<file path="config.mk">
export PLATFORM = sky130hd
export DESIGN_NAME = divider
export DESIGN_NICKNAME = d
export VERILOG_FILES = /design/src/rtl/divider_pkg.sv /design/src/rtl/divider.sv
export SDC_FILE = /design/constraint.sdc
export NUM_CORES = 1
export LEC_CHECK = 0
export CORE_MARGIN = 4
export CORE_UTILIZATION = 35
export CTS_BUF_LIST = sky130_fd_sc_hd__clkbuf_2
export CTS_CLUSTER_DIAMETER = 150
export DETAILED_ROUTE_END_ITERATION = 8
export GPL_ROUTABILITY_DRIVEN = 0
export HOLD_SLACK_MARGIN = 0.06
export SLEW_MARGIN = 20
export SYNTH_ARGS = -nofsm -noshare
export SYNTH_HDL_FRONTEND = slang
export SYNTH_SLANG_ARGS = --single-unit
</file>
<file path="constraint.sdc">
create_clock -name clk -period 3.08 [get_ports clk]
set_input_delay 0.308 -clock clk [delete_from_list [all_inputs] [get_ports clk]]
set_output_delay 0.308 -clock clk [all_outputs]
set_load 0.02 [all_outputs]
</file>
<file path="src/rtl/divider_pkg.sv">
// Shared types and constants for the RV32M iterative divider.
package divider_pkg;

    typedef enum logic [1:0] {
        DIV_IDLE,
        DIV_CALC,
        DIV_FIXUP,
        DIV_DONE
    } div_state_t;

    // Wide enough for any supported WIDTH; users slice the low WIDTH bits.
    localparam logic [63:0] DIV_ZERO_QUOTIENT = '1;

endpackage

</file>
<file path="src/rtl/divider.sv">
// Iterative restoring divider for DIV/DIVU/REM/REMU: one quotient bit per cycle,
// start/ready/done handshake shared with the multiplier.
module divider
    import divider_pkg::*;
#(
    parameter int unsigned WIDTH = 32
) (
    input  logic             clk,
    input  logic             rst,
    input  logic [WIDTH-1:0] dividend,
    input  logic [WIDTH-1:0] divisor,
    input  logic             is_signed,
    input  logic             start,
    output logic             ready,
    output logic             done,
    output logic [WIDTH-1:0] quotient,
    output logic [WIDTH-1:0] remainder
);

    localparam int unsigned CW = $clog2(WIDTH);

    div_state_t       state, state_next;
    logic [WIDTH-1:0] dvd, dvs, rem;
    logic [WIDTH-1:0] rem_shift, rem_next;
    logic [WIDTH-1:0] dividend_abs, divisor_abs;
    logic             q_bit;
    logic [CW-1:0]    count;
    logic             neg_quot, neg_rem;
    logic             dividend_neg, divisor_neg;

    always_ff @(posedge clk) begin
        if (rst) state <= DIV_IDLE;
        else     state <= state_next;
    end

    always_comb begin
        state_next = state;
        case (state)
            DIV_IDLE:  if (start) state_next = (divisor == '0) ? DIV_DONE : DIV_CALC;
            DIV_CALC:  if (count == '0) state_next = DIV_FIXUP;
            DIV_FIXUP: state_next = DIV_DONE;
            DIV_DONE:  state_next = DIV_IDLE;
            default:   state_next = DIV_IDLE;
        endcase
    end

    always_comb begin
        ready = 1'b0;
        done  = 1'b0;
        case (state)
            DIV_IDLE: ready = 1'b1;
            DIV_DONE: done  = 1'b1;
            default:  ;
        endcase
    end

    always_comb begin
        dividend_neg = is_signed & dividend[WIDTH-1];
        divisor_neg  = is_signed & divisor[WIDTH-1];
        dividend_abs = dividend_neg ? -dividend : dividend;
        divisor_abs  = divisor_neg  ? -divisor  : divisor;
    end

    // Partial remainder is always below 2**(WIDTH-1) before the last shift,
    // so dropping rem's MSB on the shift loses nothing.
    always_comb begin
        rem_shift = {rem[WIDTH-2:0], dvd[WIDTH-1]};
        if (rem_shift >= dvs) begin
            rem_next = rem_shift - dvs;
            q_bit    = 1'b1;
        end else begin
            rem_next = rem_shift;
            q_bit    = 1'b0;
        end
    end

    always_ff @(posedge clk) begin
        if (rst) begin
            dvd       <= '0;
            dvs       <= '0;
            rem       <= '0;
            count     <= '0;
            neg_quot  <= 1'b0;
            neg_rem   <= 1'b0;
            quotient  <= '0;
            remainder <= '0;
        end else begin
            case (state)
                DIV_IDLE: begin
                    if (start) begin
                        neg_rem  <= dividend_neg;
                        neg_quot <= dividend_neg ^ divisor_neg;
                        dvd      <= dividend_abs;
                        dvs      <= divisor_abs;
                        rem      <= '0;
                        count    <= CW'(WIDTH - 1);
                        if (divisor == '0) begin
                            quotient  <= DIV_ZERO_QUOTIENT[WIDTH-1:0];
                            remainder <= dividend;
                        end
                    end
                end
                DIV_CALC: begin
                    rem <= rem_next;
                    dvd <= {dvd[WIDTH-2:0], q_bit};
                    if (count != '0) count <= count - CW'(1);
                end
                DIV_FIXUP: begin
                    quotient  <= neg_quot ? -dvd : dvd;
                    remainder <= neg_rem  ? -rem : rem;
                end
                default: ;
            endcase
        end
    end

endmodule

</file>
Word level (Yosys, flattened, before mapping). Index checks and enable logic that the tools add are counted.

Add/sub/neg operators: 6. Order comparisons: 1. Equality and inequality tests: 7. Mux-type cells: 25. Bitwise operators: 3. Reduce and logical (&&, ||, !) cells: 11.

Operator list (number): 2-to-1 mux 32 bit (11); case mux 32 bit (2 select lines) (4); negator 32 bit (4); greater-or-equal comparator 32 bit (1); logical NOT 32 bit (1); subtractor 32 bit (1); 2-to-1 mux 5 bit (2); case mux 5 bit (2 select lines) (1); != test 2 bit, second input constant (4); case mux 2 bit (4 select lines) (1); 2-to-1 mux 2 bit (3); AND reduction 2 bit (3); AND reduction 3 bit (2); logical NOT 5 bit (1); nonzero test 5 bit (1); subtractor 5 x 1 -> 5 bit, second input constant (1); equality test 2 bit, second input constant (2); nonzero test 2 bit (2); 2-to-1 mux 1 bit (3); AND 1 bit (2); equality test 2 x 1 -> 1 bit, second input constant (1); logical NOT 2 bit (1); XOR 1 bit (1).

Bits in registers: 169. Bits of input ports: 68. Output and inout port bits: 66. Word-level logic and storage cells: 62.

Depth between registers and ports, before layout. Gate-level depths: netlist (run 1).

Word-level depth: 4. Depth in mapped cells: 13. Mapped depth without buffers: 11.

Least setup slack after synthesis (run 1). Ideal clock, no wire load.

Kind: register to register. Start point: register dvd[31]. End point: register rem[21]. Library setup time: 0.128 ns. Arrival time: 2.676 ns. Required time: 2.952 ns. Setup slack: 0.275 ns. Cell stages (with the launch flop): 14. Buffers on the path: 2. Clock period less this slack: 2.805 ns. Cell sequence: dfxtp_1 > inv_1 > ha_1 > fa_1 > nor2b_1 > o31ai_1 > a21o_1 > a211oi_1 > nor4_1 > buf_2 > or2_2 > buf_2 > a32oi_1 > o21ai_0.

Word-level cells in the longest chain between the ends: 3. Elaborated cells between the ends (all ways): 4. Classes of those cells: add/sub: 1; order compare: 1; mux: 2.

Ends and longest elaborated chain: start: declaration (RTL line divider.sv:23) `logic [WIDTH-1:0] dvd, dvs, rem;`; start signal: assignment (RTL line divider.sv:93) `dvd <= dividend_abs;`; start signal: assignment (RTL line divider.sv:105) `dvd <= {dvd[WIDTH-2:0], q_bit};`; subtractor 32 bit or greater-or-equal comparator 32 bit (tied branches) (RTL line divider.sv:69, divider.sv:68); 2-to-1 mux 32 bit * (RTL line divider.sv:68) `if (rem_shift >= dvs) begin`; case mux 32 bit (2 select lines) * (RTL line divider.sv:88) `case (state)`; end signal: assignment (RTL line divider.sv:104) `rem <= rem_next;`; end: declaration (RTL line divider.sv:23).

Mark *: on every way between the ends. The rest lies on a longest branch, timed or not. A chain may end at the register's enable or synchronous reset.

Final worst setup path (run 1).
Start point: register dvd[31]. End point: register rem[24].

Same word-level chain as after synthesis.

==> run_results.csv, run 1 <==
group,metric,value,unit
run_status,status,"finished, final reports clean",
floorplan,die_height,189,um
floorplan,die_w,189,um
worst_setup_path,rr_startpoint,"dvd[31]",
final_layout,fillers,3330,
pwr,power,9.07,mW
final_layout,area_growth,22.3,%
logic_synthesis,yosysTopAreaCell,"dfxtp_1",
clock_tree,cts_buffer_depth,2,
sta,final-setup-viol-count,0,
worst_setup_path,crit_path_start_kind,"flip-flop",
worst_setup_path,cpPeakStageDelay,490,ps
routing,vias,11300,
logic_synthesis,synth_seq_cells,169,
sta,slew_viol_final,0,
clock_tree,clkLatencyLatePin,820,ps
global_routing,grt_max_degree,73,
floorplan,rows,65,
logic_synthesis,async_flop_share,0,
worst_setup_path,path_max_fanout,2,
pwr,pwr-share-seq,0.334,
worst_setup_path,worstSetupPathType,"flip-flop to flip-flop",
global_routing,antenna_found_initial,1,
logic_synthesis,synth_flop_cell,"dfxtp_1",
logic_synthesis,ys_seq_area_frac,0.296,
pwr,powerDensity,648,nW/um2
logic_synthesis,netlist.area_leader.share,0.296,
hold_path,min_from,"divisor[2]",
sta,fin_crit_sh,0.955,
clock_tree,cts.clk_slew.worst_paths,300,ps
worst_setup_path,path_cells,"inv_1 -> ha_1 -> fa_1 -> nor2b_1 -> o31ai_2 -> buf_4 -> a2111oi_1 -> a211o_1 -> a21boi_1 -> o21ai_0 -> mux2i_1 -> nand2_1",
sta,finalHoldViolations,0,
logic_synthesis,synth_warnings,0,
routing,detail_route.wl_per_cell,16.7,um
sta,skew,66.7,ps
routing,first_iter_violations,852,
routing,antenna_left,0,
run,drv_cap,0,
routing,vias_per_cell,5.40,
sta,slew_headroom,0.493,
logic_synthesis,syn-num-nets,1599,
worst_setup_path,cp-startpoint,"dvd[31]",
clock_tree,numCtsBuffers,17,
pwr,pwr-share-clk,0.142,
sta,fmax,340,MHz
worst_setup_path,cp.arrival,3650,ps
floorplan,core-area,31900,um2
clock_tree,cts_tree,"done",
sta,min_period,2940,ps
pwr,total_leakage_power,5.36,nW
logic_synthesis,syn_area,11400,um2
worst_setup_path,end_kind,"flip-flop",
logic_synthesis,synth-edff-count,0,
hold_path,worstHoldPathType,"primary input to flip-flop",
logic_synthesis,synthCells,1488,
final_layout,layout_commonest_cell,"nand2_1",
logic_synthesis,syn_avg_cell_area,7.69,um2
place,dp_hpwl,27.1,mm
worst_setup_path,crit_slowest_cell,"a2111oi_1",
clock_tree,clock_sinks,169,
routing,wirelength,35.0,mm
clock_tree,cts-htree-levels,4,
floorplan,start_util,0.359,
worst_setup_path,cp.required,3790,ps
pwr,combPwrFrac,0.524,
sta,setup_tns,0,ps
floorplan,die_area,35700,um2
sta,worst_pin_slew,759,ps
pwr,p_switching,4.29,mW
place,portBuffers,133,
floorplan,io_pins,134,
logic_synthesis,synth_cell_types,72,
final_layout,final_layout_size_suffix_gt1_frac,0.112,
global_routing,grt_first_pass_wirelength,56.1,mm
global_routing,grt_pass1_vias,10800,
clock_tree,cts_root_buf,"clkbuf_2",
global_routing,grt-ovfl-total,0,
routing,drcViolationCount,0,
final_layout,nets,1757,
pwr,p_sw_frac,0.473,
logic_synthesis,synth.top_cells.by_area,"dfxtp_1, xor2_1, nand2_1",
global_routing,grt_usage,0.191,
pwr,p_int,4.78,mW
pwr,vdd_drop_max,0.273,mV
final_layout,layout_common_cells,"nand2_1, dfxtp_1, nor2_1",
routing,firstDrtPassIters,6,
-- worst paths after layout --
path	end	slack, ps	cells past startpoint
setup / recovery	rem[24]	140	12
hold / removal	dvs[2]	130	3
setup reg to reg	rem[24]	140	12
hold reg to reg	dvs[19]	480	2
-- final cells by class --
cell class                 count  area [um2]  area share
antenna                        1        2.50    0.000179
clock buffer                  17        85.1     0.00608
clock inverter                15         180      0.0129
inverter                      57         214      0.0153
multi-input combinational   1158        7420       0.530
sequential                   169        3390       0.242
tap                          435         544      0.0389
timing repair buffer         243        2170       0.155
-- sequential cells by signal (all words and copies together) (netlist names), 2 cells and up --
signal and cells:
rem 32, count 5, state 2, dvs 32
quotient 32, dvd 32, remainder 32
-- metal layers --
metal,part of all wire,global-route usage
met1,0.46,0.252
met2,0.47,0.322
met3,0.038,0.0238
met4,0.030,0.0667
met5,0,0
-- timing repair --
action | 4_1_cts | 5_1_grt
gates resized for setup | 0 | 18
endpoints found under the hold margin | 31 | 0
setup endpoints to repair | 0 | 28
hold buffers | 2 | 0
setup buffers | 0 | 1
-- through the flow --
step,hold slack [ps],cells,instance area [um2],util,worst slack (ps)
after floorplan,432,1488,11400,-,275
after global placement,445,2059,13700,0.428,26.5
after detailed placement,452,2059,13700,0.428,29.4
after CTS,67.2,2093,13900,0.437,15.0
after global routing,82.2,2095,14000,0.439,-9.08
final,127,2095,14000,0.439,139
-- cell usage after synthesis, drive strengths merged (17+ instances only) --
| library cell | instances |
|---|---|
| nand3 | 20 |
| a21o | 27 |
| or3 | 18 |
| o211ai | 19 |
| nor2 | 162 |
| o21ai | 92 |
| nor4 | 19 |
| xnor2 | 45 |
| buf | 27 |
| a21oi | 127 |
| o41ai | 21 |
| ha | 42 |
| a311oi | 38 |
| dfxtp | 169 |
| inv | 57 |
| nand2 | 175 |
| a211oi | 59 |
| mux2i | 17 |
| clkbuf | 76 |
| o31ai | 24 |
| a32oi | 18 |
| nor3 | 31 |
| xor2 | 91 |
-- power by group through the flow --
stage,clock network [mW],registers [mW],logic [mW]
floorplan,0,3.13,3.09
global placement,0,3.07,4.62
detailed placement,0,3.08,4.69
CTS,1.33,3.03,4.71
global route,1.40,3.10,5.27
finish,1.29,3.03,4.75
-- worst max-delay path, delay by kind of cell, from the launching register on --
family	cells	cell delay, ps
AOI/OAI and AO/OA	5	1140
adders and majority gates	2	600
DFF	1	390
and+or+nand+nor	2	260
muxes	1	260
buffers and inverters	2	220
-- cells by family after synthesis --
family                   count (synthesis)  synth area share
AND/OR/NAND/NOR                        491             0.201
buffers and inverters                  161            0.0639
flip-flops                             169             0.296
adder cells (fa/ha/maj)                 43            0.0477
XOR/XNOR                               136             0.104
AO/OA/AOI/OAI                          469             0.271
multiplexers                            19            0.0168
(Power assumes the default switching activity.)
==> inputs of run 2 (changes only) <==
--- a/config.mk
+++ b/config.mk
@@ -5,9 +5,9 @@
 export SDC_FILE = /design/constraint.sdc
 export NUM_CORES = 1
 export LEC_CHECK = 0
-export CORE_MARGIN = 4
-export CORE_UTILIZATION = 35
-export CTS_BUF_LIST = sky130_fd_sc_hd__clkbuf_2
+export CORE_MARGIN = 2
+export CORE_UTILIZATION = 40
+export CTS_BUF_LIST = sky130_fd_sc_hd__clkbuf_4 sky130_fd_sc_hd__clkbuf_8 sky130_fd_sc_hd__clkbuf_16
 export CTS_CLUSTER_DIAMETER = 150
 export DETAILED_ROUTE_END_ITERATION = 8
 export GPL_ROUTABILITY_DRIVEN = 0
==> run_results.csv, run 2 (synthesized netlist as in run 1, its figures left out) <==
group,metric,value,unit
run_status,status,"finished, final reports clean",
sta,finalHoldViolations,0,
clock_tree,cts_buffer_depth,2,
clock_tree,cts.hold.buffers_added,0,
sta,worst_pin_slew,987,ps
sta,whs,348,ps
final_layout,area_growth,24.3,%
routing,drcViolationCount,0,
clock_tree,numCtsBuffers,17,
routing,firstDrtPassIters,5,
sta,skew,13.0,ps
final_layout,final_layout_size_suffix_gt1_frac,0.109,
run,drv_cap,0,
clock_tree,cts-htree-levels,4,
floorplan,io_pins,134,
floorplan,die_area,30000,um2
worst_setup_path,crit_slowest_cell,"fa_1",
floorplan,core-area,28000,um2
worst_setup_path,crit_family,"compound AO/OA/AOI/OAI gates",
place,portBuffers,133,
pwr,p_int,5.59,mW
worst_setup_path,worstSetupPathType,"flip-flop to flip-flop",
worst_setup_path,worstPathBufferInverterCount,3,
clock_tree,cts_root_buf,"clkbuf_16",
clock_tree,clkLatencyLatePin,440,ps
final_layout,final_util,0.508,
worst_setup_path,cp.arrival,3280,ps
clock_tree,cts.clk_slew.worst_paths,70,ps
pwr,total_leakage_power,5.49,nW
worst_setup_path,crit_path_frequent_cell,"buf_4",
routing,antenna_left,0,
place,place_area,13600,um2
sta,fin_crit_sh,0.964,
global_routing,grt-ovfl-total,0,
worst_setup_path,path_max_fanout,7,
worst_setup_path,cpPeakStageDelay,400,ps
pwr,power,9.91,mW
final_layout,layout_commonest_cell,"nand2_1",
worst_setup_path,crit_path_start_kind,"flip-flop",
global_routing,antenna_found_initial,0,
pwr,combPwrFrac,0.478,
final_layout,diodes,0,
place,dp_hpwl,26.0,mm
worst_setup_path,end_kind,"flip-flop",
routing,vias_per_cell,5.54,
floorplan,rows,61,
clock_tree,clock_sinks,169,
pwr,p_switching,4.32,mW
floorplan,die_w,173,um
final_layout,design_area,14200,um2
clock_tree,cts_tree,"done",
worst_setup_path,cp.required,3390,ps
sta,slew_headroom,0.342,
worst_setup_path,path_cells,"inv_1 -> ha_1 -> fa_1 -> nor2b_2 -> o31ai_2 -> a21o_1 -> a211oi_2 -> buf_4 -> nor4_2 -> or2_2 -> buf_4 -> a32oi_1 -> o21ai_0",
routing,detail_route.wl_per_cell,16.7,um
sta,min_period,2970,ps
final_layout,layout_common_cells,"nand2_1, dfxtp_1, nor2_1",
routing,first_iter_violations,757,
sta,final-setup-viol-count,0,
pwr,pwr-share-seq,0.304,
pwr,vdd_drop_max,0.297,mV
floorplan,die_height,173,um
final_layout,fillers,2767,
floorplan,start_util,0.409,
pwr,powerDensity,696,nW/um2
sta,slew_viol_final,0,
place,dp_cells,2003,
routing,wirelength,34.0,mm
routing,vias,11300,
sta,fmax,337,MHz
pwr,p_sw_frac,0.436,
final_layout,final_cell_count_no_fill,2036,
global_routing,grt_pass1_vias,10500,
global_routing,grt_max_degree,95,
final_layout,nets,1756,
pwr,pwr-share-clk,0.218,
hold_path,worstHoldPathType,"primary input to flip-flop",
global_routing,grt_usage,0.223,
global_routing,grt_first_pass_wirelength,55.1,mm
==> run 2: cell type report <==
class	instances	area, um2	share of cell area
well taps	378	473	0.0332
flip-flops and latches	169	3380	0.238
clock buffers	18	433	0.0304
clock inverters	14	154	0.0108
multi-input cells	1158	7400	0.520
repair buffers	242	2180	0.153
inverters	57	214	0.0150
==> run 2: power by group through the flow <==
stage / sequential [mW] / clock (mW) / combinational [mW]
detailed placement: 3.07 / 0 / 4.69
global route: 3.08 / 2.28 / 5.24
finish: 3.01 / 2.16 / 4.73
CTS: 3.02 / 2.20 / 4.70
global placement: 3.06 / 0 / 4.62
floorplan: 3.13 / 0 / 3.09
==> run 2: path summary, 6_finish.rpt <==
check,endpoint,slack (ps),depth (start not counted),from
worst max-delay path,rem[18],110,13,dvd[31]
worst min-delay path,remainder[12],350,2,rst
worst max register to register,rem[18],110,13,dvd[31]
worst min register to register,dvs[26],450,2,dvs[26]
==> run 2: stage by stage <==
step                      setup TNS [ps]  setup WS (ps)
final                                  0            110
after global routing               -25.5          -22.1
after CTS                              0           41.7
after detailed placement               0           34.0
after global placement                 0           79.6
after floorplan                        0            275
==> run 2: metal layers <==
metal  up-vias  routed length (um)  global-route usage
li1       5701                   -                   -
met1      5245               15600               0.295
met2       279               16000               0.374
met3        45                1400              0.0295
met4         0                 971              0.0780
met5         -                   0                   0
==> run 2: what timing repair did <==
action	4_1_cts	5_1_grt
endpoints found under the setup margin	0	29
buffers inserted	0	1
resized for setup	0	9
